===== src/rtl/priority_scan_encoder.sv =====
// Priority scan encoder: accepts a request mask and emits the index of
// every set bit, one per cycle, in LSB-first or MSB-first order.
// Ports:
//   clk, clr (async active-low reset)
//   i[WIDTH], i_valid, i_ready : mask input handshake
//   o[IDXW], o_valid, o_ready  : index output handshake
//   o_last : final index of the mask, o_none : mask was all-zero
//   o_count[IDXW+1] : popcount of accepted mask (PRIORITY_SCAN_COUNT_EN)
module priority_scan_encoder #(
  parameter int WIDTH     = 32,
  parameter int IDXW      = 5,
  parameter bit MSB_FIRST = 1'b0
) (
  input  logic             clk,
  input  logic             clr,
  input  logic [WIDTH-1:0] i,
  input  logic             i_valid,
  output logic             i_ready,
  output logic [IDXW-1:0]  o,
  output logic             o_valid,
  input  logic             o_ready,
  output logic             o_last,
  output logic             o_none
`ifdef PRIORITY_SCAN_COUNT_EN
  ,
  output logic [IDXW:0]    o_count
`endif
);

  if (IDXW != $clog2(WIDTH)) begin : g_bad_idxw
    $error("IDXW must equal clog2(WIDTH)");
  end

  typedef enum logic {
    IDLE = 1'b0,
    SCAN = 1'b1
  } state_t;

  state_t           state;
  state_t           state_nx;
  logic [WIDTH-1:0] pending;
  logic [WIDTH-1:0] hit_sel;
  logic [IDXW-1:0]  hit_idx;
  logic             multi;
  logic             empty;
  logic             accept;
  logic             fire;

  // Walk the mask so that the winning bit is the last one assigned:
  // ascending for MSB-first, descending for LSB-first.
  always_comb begin
    hit_idx = '0;
    hit_sel = '0;
    for (int k = 0; k < WIDTH; k++) begin
      int j;
      j = MSB_FIRST ? k : (WIDTH - 1 - k);
      if (pending[j]) begin
        hit_idx    = IDXW'(j);
        hit_sel    = '0;
        hit_sel[j] = 1'b1;
      end
    end
  end

  // More than one bit left <=> clearing the lowest bit leaves something.
  assign multi = |(pending & (pending - WIDTH'(1)));
  assign empty = ~|pending;

  always_ff @(posedge clk or negedge clr) begin
    if (!clr) begin
      state <= IDLE;
    end else begin
      state <= state_nx;
    end
  end

  always_comb begin
    state_nx = state;
    i_ready  = 1'b0;
    o_valid  = 1'b0;
    o        = '0;
    o_last   = 1'b0;
    o_none   = 1'b0;
    accept   = 1'b0;
    fire     = 1'b0;
    unique case (state)
      IDLE: begin
        i_ready = 1'b1;
        accept  = i_valid;
        if (i_valid) begin
          state_nx = SCAN;
        end
      end
      SCAN: begin
        o_valid = 1'b1;
        // Pending is only zero in SCAN for an all-zero mask.
        o_none  = empty;
        o       = empty ? '1 : hit_idx;
        o_last  = empty | ~multi;
        fire    = o_ready;
        if (o_ready && o_last) begin
          state_nx = IDLE;
        end
      end
      default: begin
        state_nx = IDLE;
      end
    endcase
  end

  always_ff @(posedge clk or negedge clr) begin
    if (!clr) begin
      pending <= '0;
    end else if (accept) begin
      pending <= i;
    end else if (fire) begin
      pending <= pending & ~hit_sel;
    end
  end

`ifdef PRIORITY_SCAN_COUNT_EN
  logic [IDXW:0] pop;

  always_comb begin
    pop = '0;
    for (int k = 0; k < WIDTH; k++) begin
      pop = pop + (IDXW+1)'(i[k]);
    end
  end

  always_ff @(posedge clk or negedge clr) begin
    if (!clr) begin
      o_count <= '0;
    end else if (accept) begin
      o_count <= pop;
    end
  end
`endif

endmodule

===== config.mk =====
export PLATFORM = sky130hd
export DESIGN_NAME = priority_scan_encoder
export DESIGN_NICKNAME = d
export VERILOG_FILES = /design/src/rtl/priority_scan_encoder.sv
export SDC_FILE = /design/constraint.sdc
export NUM_CORES = 1
export LEC_CHECK = 0
export ABC_CLOCK_PERIOD_IN_PS = 2300
export BUFFER_PORTS_ARGS = -buffer_cell sky130_fd_sc_hd__clkbuf_2
export CAP_MARGIN = 20
export CORE_UTILIZATION = 50
export DETAILED_ROUTE_END_ITERATION = 16
export PLACE_DENSITY = 0.79
export SYNTH_ARGS = -nofsm -noshare
export SYNTH_HDL_FRONTEND = slang
export SYNTH_SLANG_ARGS = --single-unit

===== constraint.sdc =====
create_clock -name clk -period 2.3 [get_ports clk]
set_input_delay 0.46 -clock clk [delete_from_list [all_inputs] [get_ports clk]]
set_output_delay 0.46 -clock clk [all_outputs]
set_load 0.01 [all_outputs]

==> metrics.txt, run 1 <==
CTS Sinks 33; Worst Setup EP o[0]; final cell count without fillers 481; DRT Wirelength between 8000 and 9000 µm; unique cell type count in the Yosys netlist 46; crit start category register; total gr overflow 0; Syn Area/Cell approximately 7.5 µm²; chip width about 69 µm; Simple-Gate Fraction of Synth Area 0.318; Critical Path RT about 1.8 ns; Final Cycle Share 1.34; pins over their slew limit 0; core area around 0.0044 mm²; mux contribution to synthesized area 0.00442; Post-CTS Hold Buffers 0; synth warn 0; synthesized-area fraction occupied by adder cells 0.00885; DR iter-0 viols about 370; clock root buffer clkbuf_8; r2r worst-path depth 11; initial antenna violation count 0; Clock Latency Late Sink roughly 0.29 ns; Total Power between 7 and 8 mW; GP Congestion around 0.97; Max Clk Rate 325 MHz; die height between 60 and 70 µm; ant diodes 0; Starting Density 0.520; Slew @ Worst Pin between 0.8 and 0.9 ns; number of buffers added on ports 44; DP Wirelength around 5400 µm; DR DRC count 0; Worst-path clk slew approximately 0.070 ns; Peak VDD IR 1.19 mV; Final Net Count roughly 460; status finished with violations; via count ~2900; Yosys top cell by area dfrtp_1; Die ar. around 0.0048 mm²; Worst Skew 0.00430 ns; P per Cell Area just over 2000 mW/mm²; HP Class input port to asynchronous set/reset pin; post-synth top area share 0.365; first-pass GRT wire length 13600 µm; First-pass DRT Iterations 5; Post-Synth XOR/XNOR Area 0; Cells after Synth between 300 and 400; Site Rows 24; CP arrival 2.61 ns; layout cells sized above 1 0.431; Final Hold Viols 0; largest net degree at the start of global routing 34; Max Cap Viol 0; Leak ~1.7 nW; failing checks negative setup slack; Setup crit start pending[8]$_DFFE_PN0P_; Synth Register Bits 33; DR vias/cell slightly above 6; TritonCTS clock tree yes; post-route ant nets 0; top-level port count between 40 and 50; Final WS setup -0.774 ns; H-tree depth 2; Reg-to-Reg End state$_DFF_PN0_; FF-to-FF setup slack -0.66 ns; RSZ-0062 raised after global routing yes; CTS max path bufs 2; area grow syn2layout 55.0%; worst flop-to-flop path startpoint pending[3]$_DFFE_PN0P_; largest family of logic cells by synthesized area simple AND/OR/NAND/NOR gates; Synth Cell Area between 0.002 and 0.0025 mm²; Slew headroom 0.434; Seq/Total Area, Yosys 0.365; top cells by area, synth dfrtp_1, nand2_1, o21ai_0; post-synthesis compound-gate area fraction 0.245; cell count after placement 460; vias in the first global route between 2000 and 3000; WL per Instance 17.4 µm; GRT Util Overall 0.353; critical path endpoint category output port; worst-path maximum fanout 5; final count of negative-setup-slack endpoints 10; CTS buffer count 5; minimum clock period ~3.1 ns; Post-Syn Nets approximately 340; Crit Path Class register to output port
[metal layers]
| metal | track usage | wire length, µm |
|---|---|---|
| met1 | 0.470 | 3400 |
| met2 | 0.576 | 4060 |
| met3 | 0.0683 | 654 |
| met4 | 0.120 | 244 |
| met5 | 0 | 0 |
[where the power goes]
part / internal, mW / switching [mW] / leakage, nW
registers: 0.757 / 0.205 / 0.438
logic: 2.97 / 2.92 / 1.25
clock network: 0.215 / 0.212 / 0.0395
[layout make-up]
class                           count  area (µm²)
Clock buffer                        8        80.1
Fill cell                         274         847
Inverter                           10        37.5
Multi-Input combinational cell    238        1500
Sequential cell                    33         830
Tap cell                           52        65.1
Timing Repair Buffer              140         995
[worst max-delay path: stages (launching register included)]
cell and delay [ns]:
dfrtp_1 0.42, nor4_4 0.41, nand3_2 0.24, buf_6 0.19
nor3_4 0.20, nand2_2 0.09, inv_2 0.10, or4_4 0.14
a211oi_2 0.04, a2111oi_2 0.31, buf_2 0.19
[synthesized netlist by cell type, drive strengths merged]
cell and count:
o41ai 4, nand4 4, or3 4, nand4b 1, a211oi 3, a2111oi 2
o211ai 4, nand2b 1, nor4 11, o22a 1, nor2b 1, a221oi 1
or2 3, o31ai 5, o22ai 2, o21bai 2, nor2 26, o32a 1
a21boi 1, o21a 1, a311oi 1, o311ai 8, a211o 2, o21ai 31
dfrtp 33, a21oi 15, inv 10, nand2 66, nand3 14, buf 6
or4 3, clkbuf 14, mux2i 1, nor3 16, maj3 2, o2111ai 1
[what timing repair did]
item / CTS / global route
setup buffers: 19 / 6
pin swaps: 9 / 4
gates resized for setup: 34 / 27
endpoints found under the setup margin: 10 / 20
[sequential cells by signal, indices dropped and copies added (netlist names)]
name and flops:
state 1, pending 32
[cells by family after synthesis]
group | after synthesis
AOI/OAI and AO/OA | 85
adders and majority gates | 2
buffers and inverters | 30
DFF | 33
muxes | 1
and+or+nand+nor | 150
[worst min path at each step]
stage | cells after the start | startpoint | endpoint
after floorplan | 0 | clr | pending[0]$_DFFE_PN0P_
after global placement | 2 | pending[29]$_DFFE_PN0P_ | pending[29]$_DFFE_PN0P_
after detailed placement | 2 | pending[29]$_DFFE_PN0P_ | pending[29]$_DFFE_PN0P_
after CTS | 1 | clr | pending[2]$_DFFE_PN0P_
after global routing | 1 | clr | state$_DFF_PN0_
final | 1 | clr | pending[4]$_DFFE_PN0P_
[stage by stage]
| stage | area (µm²) | setup slack (ns) | hold WS [ns] | setup TNS, ns | utilization |
|---|---|---|---|---|---|
| floorplan | 2330 | -0.293 | 0.164 | -0.620 | - |
| global placement | 3140 | -0.376 | 0.577 | -0.882 | 0.721 |
| detailed placement | 3140 | -0.436 | 0.594 | -1.20 | 0.721 |
| CTS | 3480 | -0.688 | 0.293 | -3.15 | 0.798 |
| global route | 3510 | -0.882 | 0.331 | -5.29 | 0.805 |
| finish | 3510 | -0.774 | 0.258 | -4.19 | 0.805 |
[placed cells by master (no fill, tap or decap), types with 3 or more instances in the layout]
cell / Yosys / routed
nor2_1: 26 / 26
o21ai_0: 31 / 29
nand2_2: 1 / 4
nor3_1: 15 / 11
nand4_1: 4 / 4
o311ai_1: 0 / 4
clkbuf_8: 0 / 5
buf_2: 3 / 3
buf_4: 0 / 85
clkbuf_2: 1 / 39
or2_2: 3 / 3
nor4_1: 9 / 5
buf_6: 2 / 13
nor3_4: 0 / 3
nor4_4: 1 / 4
inv_1: 10 / 9
o211ai_1: 4 / 4
dfrtp_2: 0 / 3
o31ai_1: 5 / 4
dfrtp_1: 33 / 30
nand3_1: 13 / 12
nand2_1: 65 / 62
clkbuf_1: 13 / 3
o311ai_2: 0 / 3
a21oi_1: 15 / 14
or3_1: 3 / 3
(Power assumes the default switching activity.)
==> run 2: changes to the inputs <==
--- a/config.mk
+++ b/config.mk
@@ -5,12 +5,12 @@
 export SDC_FILE = /design/constraint.sdc
 export NUM_CORES = 1
 export LEC_CHECK = 0
-export ABC_CLOCK_PERIOD_IN_PS = 2300
+export ABC_CLOCK_PERIOD_IN_PS = 3900
 export BUFFER_PORTS_ARGS = -buffer_cell sky130_fd_sc_hd__clkbuf_2
 export CAP_MARGIN = 20
-export CORE_UTILIZATION = 50
+export CORE_UTILIZATION = 59
 export DETAILED_ROUTE_END_ITERATION = 16
-export PLACE_DENSITY = 0.79
+export PLACE_DENSITY = 0.88
 export SYNTH_ARGS = -nofsm -noshare
 export SYNTH_HDL_FRONTEND = slang
 export SYNTH_SLANG_ARGS = --single-unit
==> constraint.sdc (replaced) <==
create_clock -name clk -period 3.9 [get_ports clk]
set_input_delay 0.78 -clock clk [delete_from_list [all_inputs] [get_ports clk]]
set_output_delay 0.78 -clock clk [all_outputs]
set_load 0.01 [all_outputs]
==> metrics.txt, run 2 (synthesis results as in run 1) <==
Setup Fix Bufs, Post-CTS 0 (was 19); Worst Skew 0.00769 ns (was 0.00430 ns); crit start category register (unchanged); Max Clk Rate ~270 MHz; first-pass GRT wire length 10300 µm (was 13600 µm); most frequent cells in the layout nand2_1, clkbuf_2, dfrtp_1, o21ai_0, nor2_1 (was buf_4, nand2_1, clkbuf_2, dfrtp_1, o21ai_0); Slew headroom 0.447 (was 0.434); DP Wirelength 4330 µm (was 5400 µm); DR DRC count 0 (unchanged); area grow syn2layout 15.4% (was 55.0%); Peak VDD IR 0.668 mV (was 1.19 mV); status finished, final reports clean (was finished with violations); GP Congestion 0.933 (was 0.971); HP Class input port to asynchronous set/reset pin (unchanged); First-pass DRT Iterations 6 (was 5); initial antenna violation count 0 (unchanged); pins over their slew limit 0 (unchanged); Crit Path Class register to output port (unchanged); post-route ant nets 0 (unchanged); Layout Utilization 0.713 (was 0.805); FF-to-FF setup slack 1.30 ns (was -0.66 ns); Clock Latency Late Sink 0.29 ns (about the same); Critical Path RT 3.12 ns (was 1.84 ns); Final Cycle Share 0.933; RSZ-0062 raised after global routing no (was yes); Final Hold Viols 0 (unchanged); CTS buffer count 5 (unchanged); Die ar. 0.00409 mm² (was 0.00480 mm²); Slew @ Worst Pin 0.829 ns (was 0.848 ns); Max Cap Viol 0 (unchanged); Reg-to-Reg End state$_DFF_PN0_ (unchanged); Final Net Count 373 (was 464); post-route cell area 0.00261 mm² (was 0.00351 mm²); WL per Instance 15.8 µm (was 17.4 µm); top-level port count 45 (unchanged); layout cells sized above 1 0.211 (was 0.431); DRT Wirelength 6090 µm (was 8350 µm); Post-CTS Hold Buffers 0 (unchanged); final hold slack 0.578 ns (was 0.258 ns); worst flop-to-flop path startpoint pending[11]$_DFFE_PN0P_ (was pending[3]$_DFFE_PN0P_); total gr overflow 0 (unchanged); CP arrival 2.86 ns (was 2.61 ns); Largest regs pending: 32 flops, state: 1 flops (unchanged); DR iter-0 viols 218 (was 369); vias in the first global route 2255 (was 2808); worst-path maximum fanout 8 (was 5); final count of negative-setup-slack endpoints 0 (was 10); H-tree depth 2 (unchanged); Biggest register pending (unchanged); critical path endpoint category output port (unchanged); largest net degree at the start of global routing 34 (unchanged); r2r worst-path depth 8 (was 11); number of buffers added on ports 44 (unchanged); CTS Sinks 33 (unchanged); CTS max path bufs 2 (unchanged); Setup TNS 0 ns (was -4.19 ns); number of flip-flops in the largest register 32 (unchanged); P per Cell Area 1050 mW/mm² (was 2080 mW/mm²); GRT Util Overall 0.323 (was 0.353); chip width 63.9 µm (was 69.3 µm); DR vias/cell 6.42 (was 6.04); TritonCTS clock tree yes (unchanged); Worst-path clk slew 0.07 ns (about the same); # resized after CTS 0 (was 34); minimum clock period between 3 and 4 ns; most common cell after layout, fill and taps aside nand2_1 (was buf_4); clock root buffer clkbuf_8 (unchanged); Leak 1.23 nW (was 1.73 nW); core area 0.00366 mm² (was 0.00435 mm²); Site Rows 22 (was 24); die height 63.9 µm (was 69.3 µm); via count 2471 (was 2903); ant diodes 0 (unchanged); Starting Density 0.618 (was 0.520); Placed Instance Area 0.00249 mm² (was 0.00314 mm²)
==> run 2: changes by cell type in the layout (fill, tap and decap cells not counted), moves of 4 or more <==
cell      change
buf_4        -80
buf_6        -13
o311ai_0      +7
clkbuf_2      +5
o311ai_1      -4
nor3_1        +4
==> run 2: routing by layer <==
layer | GRT usage | share of wire | wire [µm]
met3 | 0.0643 | 0.088 | 533
met2 | 0.480 | 0.45 | 2720
met4 | 0.142 | 0.027 | 163
met5 | 0 | 0 | 0
met1 | 0.454 | 0.44 | 2670
==> run 2: layout make-up <==
| cell class | count | area, µm² |
|---|---|---|
| multi-input cells | 238 | 1330 |
| fillers | 314 | 1050 |
| flip-flops and latches | 33 | 826 |
| repair buffers | 49 | 258 |
| clock buffers | 5 | 68.8 |
| well taps | 48 | 60.1 |
| inverters | 10 | 37.5 |
| clock inverters | 2 | 35.0 |
==> run 2: how the worst max path moves through the flow <==
stage | cells past startpoint | from | slack [ns] | to
global route | 9 | pending[2]$_DFFE_PN0P_ | 0.03 | o_last
global placement | 9 | pending[4]$_DFFE_PN0P_ | 0.58 | o_last
floorplan | 8 | pending[11]$_DFFE_PN0P_ | 0.61 | o[0]
finish | 9 | pending[11]$_DFFE_PN0P_ | 0.26 | o_last
CTS | 8 | pending[23]$_DFFE_PN0P_ | 0.23 | o_last
detailed placement | 8 | pending[23]$_DFFE_PN0P_ | 0.56 | o_last
==> run 2: worst max-delay path: stages (launching register included) <==
cell,delay (ns)
dfrtp_1,0.47
nor4_4,0.29
buf_4,0.20
nand3_2,0.17
o41ai_1,0.46
o2111ai_1,0.21
nor3_2,0.20
nand4_1,0.12
nor3_1,0.26
clkbuf_2,0.18
==> run 2: metrics by stage <==
| stage | total power [mW] | cells | setup WS [ns] |
|---|---|---|---|
| finish | 2.73 | 385 | 0.263 |
| global route | 2.94 | 385 | 0.0342 |
| CTS | 2.67 | 385 | 0.234 |
| detailed placement | 2.34 | 378 | 0.565 |
| global placement | 2.33 | 378 | 0.579 |
| floorplan | 1.83 | 301 | 0.607 |
==> run 2: power by group <==
group          total (mW)  switching [mW]  internal (mW)
Sequential          0.668           0.225          0.444
Combinational        1.75            1.05          0.702
Clock               0.314           0.128          0.186
==> run 3: changes to the inputs <==
--- a/config.mk
+++ b/config.mk
@@ -8,9 +8,11 @@
 export ABC_CLOCK_PERIOD_IN_PS = 3900
 export BUFFER_PORTS_ARGS = -buffer_cell sky130_fd_sc_hd__clkbuf_2
 export CAP_MARGIN = 20
-export CORE_UTILIZATION = 59
+export CORE_UTILIZATION = 60
+export CTS_BUF_LIST = sky130_fd_sc_hd__clkbuf_2
 export DETAILED_ROUTE_END_ITERATION = 16
-export PLACE_DENSITY = 0.88
+export MAX_ROUTING_LAYER = met4
+export PLACE_DENSITY = 0.89
 export SYNTH_ARGS = -nofsm -noshare
 export SYNTH_HDL_FRONTEND = slang
 export SYNTH_SLANG_ARGS = --single-unit
==> metrics.txt, run 3 (synthesis results as in run 1) <==
status finished, final reports clean (unchanged); DRT Wirelength 6120 µm (was 6090 µm); crit-path max cell delay 0.54 ns (was 0.47 ns); post-route ant nets 0 (unchanged); routed wl met2 2700 µm (was 2720 µm); core area 0.00347 mm² (was 0.00366 mm²); area grow syn2layout 13.4% (was 15.4%); final count of negative-setup-slack endpoints 0 (unchanged); TritonCTS clock tree yes (unchanged); die height 63.4 µm (was 63.9 µm); clock root buffer clkbuf_2 (was clkbuf_8); initial antenna violation count 0 (unchanged); Total Power 2.60 mW (was 2.73 mW); GP Congestion 0.967 (was 0.933); Peak VDD IR 0.579 mV (was 0.668 mV); Worst-path clk slew 0.18 ns (was 0.07 ns); Largest regs pending: 32 flops, state: 1 flops (unchanged); Critical Path RT 3.12 ns (about the same); via count 2438 (was 2471); crit start category register (unchanged); CTS Sinks 33 (unchanged); Clock Latency Late Sink 0.41 ns (was 0.29 ns); most frequent CP cell nor3_1; top-level port count 45 (unchanged); most common cell after layout, fill and taps aside nand2_1 (unchanged); minimum clock period 3.75 ns (was 3.64 ns); DR DRC count 0 (unchanged); Max Clk Rate 267 MHz (was 275 MHz); met3 wire length 510 µm (was 533 µm); Slew @ Worst Pin 0.820 ns (was 0.829 ns); CTS max path bufs 2 (unchanged); Final Net Count 372 (was 373); Worst Skew 0.0165 ns (was 0.00769 ns); P per Cell Area 1010 mW/mm² (was 1050 mW/mm²); worst-path cell chain nor4_4, nand2_2, a2111oi_1, o22ai_1, nor3_1, nand4_1, nor3_1, clkbuf_2 (was nor4_4, buf_4, nand3_2, o41ai_1, o2111ai_1, nor3_2, nand4_1, nor3_1, clkbuf_2); number of flip-flops in the largest register 32 (unchanged); pins over their slew limit 0 (unchanged); Max Cap Viol 0 (unchanged); chip width 63.4 µm (was 63.9 µm); final hold slack 0.432 ns (was 0.578 ns); Final Cycle Share 0.961 (was 0.933); critical path endpoint category output port (unchanged); post-route cell area 0.00257 mm² (was 0.00261 mm²); Post-CTS Hold Buffers 0 (unchanged); largest net degree at the start of global routing 34 (unchanged); first-pass GRT wire length 9830 µm (was 10300 µm); DP Wirelength 4290 µm (was 4330 µm); DR iter-0 viols 363 (was 218); met1 WL 2790 µm (was 2670 µm); number of buffers added on ports 44 (unchanged); worst-path maximum fanout 10 (was 8); CP arrival 2.97 ns (was 2.86 ns); total gr overflow 0 (unchanged); Placed Instance Area 0.00247 mm² (was 0.00249 mm²); Final Hold Viols 0 (unchanged); ant diodes 0 (unchanged); Layout Utilization 0.740 (was 0.713); Crit Path Class register to output port (unchanged); Leak 1.22 nW (was 1.23 nW); Site Rows 21 (was 22); Highest Signal Layer met4 (unchanged); H-tree depth 2 (unchanged); CTS buffer count 5 (unchanged); layout cells sized above 1 0.217 (was 0.211); most frequent cells in the layout nand2_1, clkbuf_2, dfrtp_1, o21ai_0, nor2_1 (unchanged); Biggest register pending (unchanged); Die ar. 0.00402 mm² (was 0.00409 mm²); number of fill cells 296 (was 314); Starting Density 0.652 (was 0.618); DR vias/cell 6.37 (was 6.42); Slew headroom 0.453 (was 0.447); WL per Instance 16.0 µm (was 15.8 µm); GRT Util Overall 0.325 (was 0.323); First-pass DRT Iterations 4 (was 6); CP max stage cell dfrtp_1 (unchanged); Setup TNS 0 ns (unchanged); vias in the first global route 2169 (was 2255); HP Class input port to asynchronous set/reset pin (unchanged)
==> run 3: changes by cell type in the layout (fill, tap and decap cells not counted), moves of 2 or more <==
cell	previous run	this run
clkbuf_2	44	50
clkbuf_8	5	0
buf_4	5	3
nor4_1	6	4
nor4_4	1	3
==> run 3: per-layer routing <==
metal	global-route usage	up-vias
met2	0.460	131
met4	0.142	0
li1	-	1175
met5	-	-
met3	0.0634	16
met1	0.451	1116
==> run 3: worst paths after layout <==
| path | start | to | slack [ns] | cells past startpoint |
|---|---|---|---|---|
| min in group clk | i[17] | pending[17]$_DFFE_PN0P_ | 0.54 | 3 |
| max in group asynchronous | clr | pending[24]$_DFFE_PN0P_ | 2.96 | 1 |
| hold reg to reg | pending[12]$_DFFE_PN0P_ | pending[12]$_DFFE_PN0P_ | 0.66 | 2 |
| setup reg to reg | pending[2]$_DFFE_PN0P_ | state$_DFF_PN0_ | 1.30 | 7 |
| setup / recovery | pending[2]$_DFFE_PN0P_ | o_last | 0.15 | 8 |
| hold / removal | clr | state$_DFF_PN0_ | 0.43 | 1 |
==> run 3: worst max-delay path: cells and delay by family (launching register included) <==
| kind | cells | cell delay [ns] |
|---|---|---|
| AND/OR/NAND/NOR | 5 | 1.28 |
| AO/OA/AOI/OAI | 2 | 0.57 |
| flip-flops | 1 | 0.54 |
| buffers and inverters | 1 | 0.17 |
==> run 3: layout make-up <==
| class | instances | area [µm²] | share of cell area |
|---|---|---|---|
| inverter | 10 | 37.5 | 0.0146 |
| timing repair buffer | 47 | 243 | 0.0946 |
| sequential | 33 | 826 | 0.322 |
| clock buffer | 6 | 30.0 | 0.0117 |
| clock inverter | 2 | 10.0 | 0.00390 |
| multi-input combinational | 239 | 1360 | 0.531 |
| tap | 46 | 57.6 | 0.0224 |
==> run 3: stage by stage <==
stage,setup WS [ns],cells
floorplan,0.607,301
global placement,0.509,374
detailed placement,0.397,374
CTS,0.0321,382
global route,-0.0390,383
finish,0.152,383
==> run 3: where the power goes <==
group	leakage, nW	internal, mW	switching (mW)
registers	0.443	0.442	0.241
clock network	0.0327	0.0449	0.127
logic	0.742	0.699	1.05
total	1.22	1.19	1.41
==> run 3: what timing repair did <==
action                     in CTS  in global routing
setup buffers                   0                  0
setup endpoints to repair       2                  2
gates cloned                    0                  1
pin swaps                       0                  1
gates resized for setup         1                  8
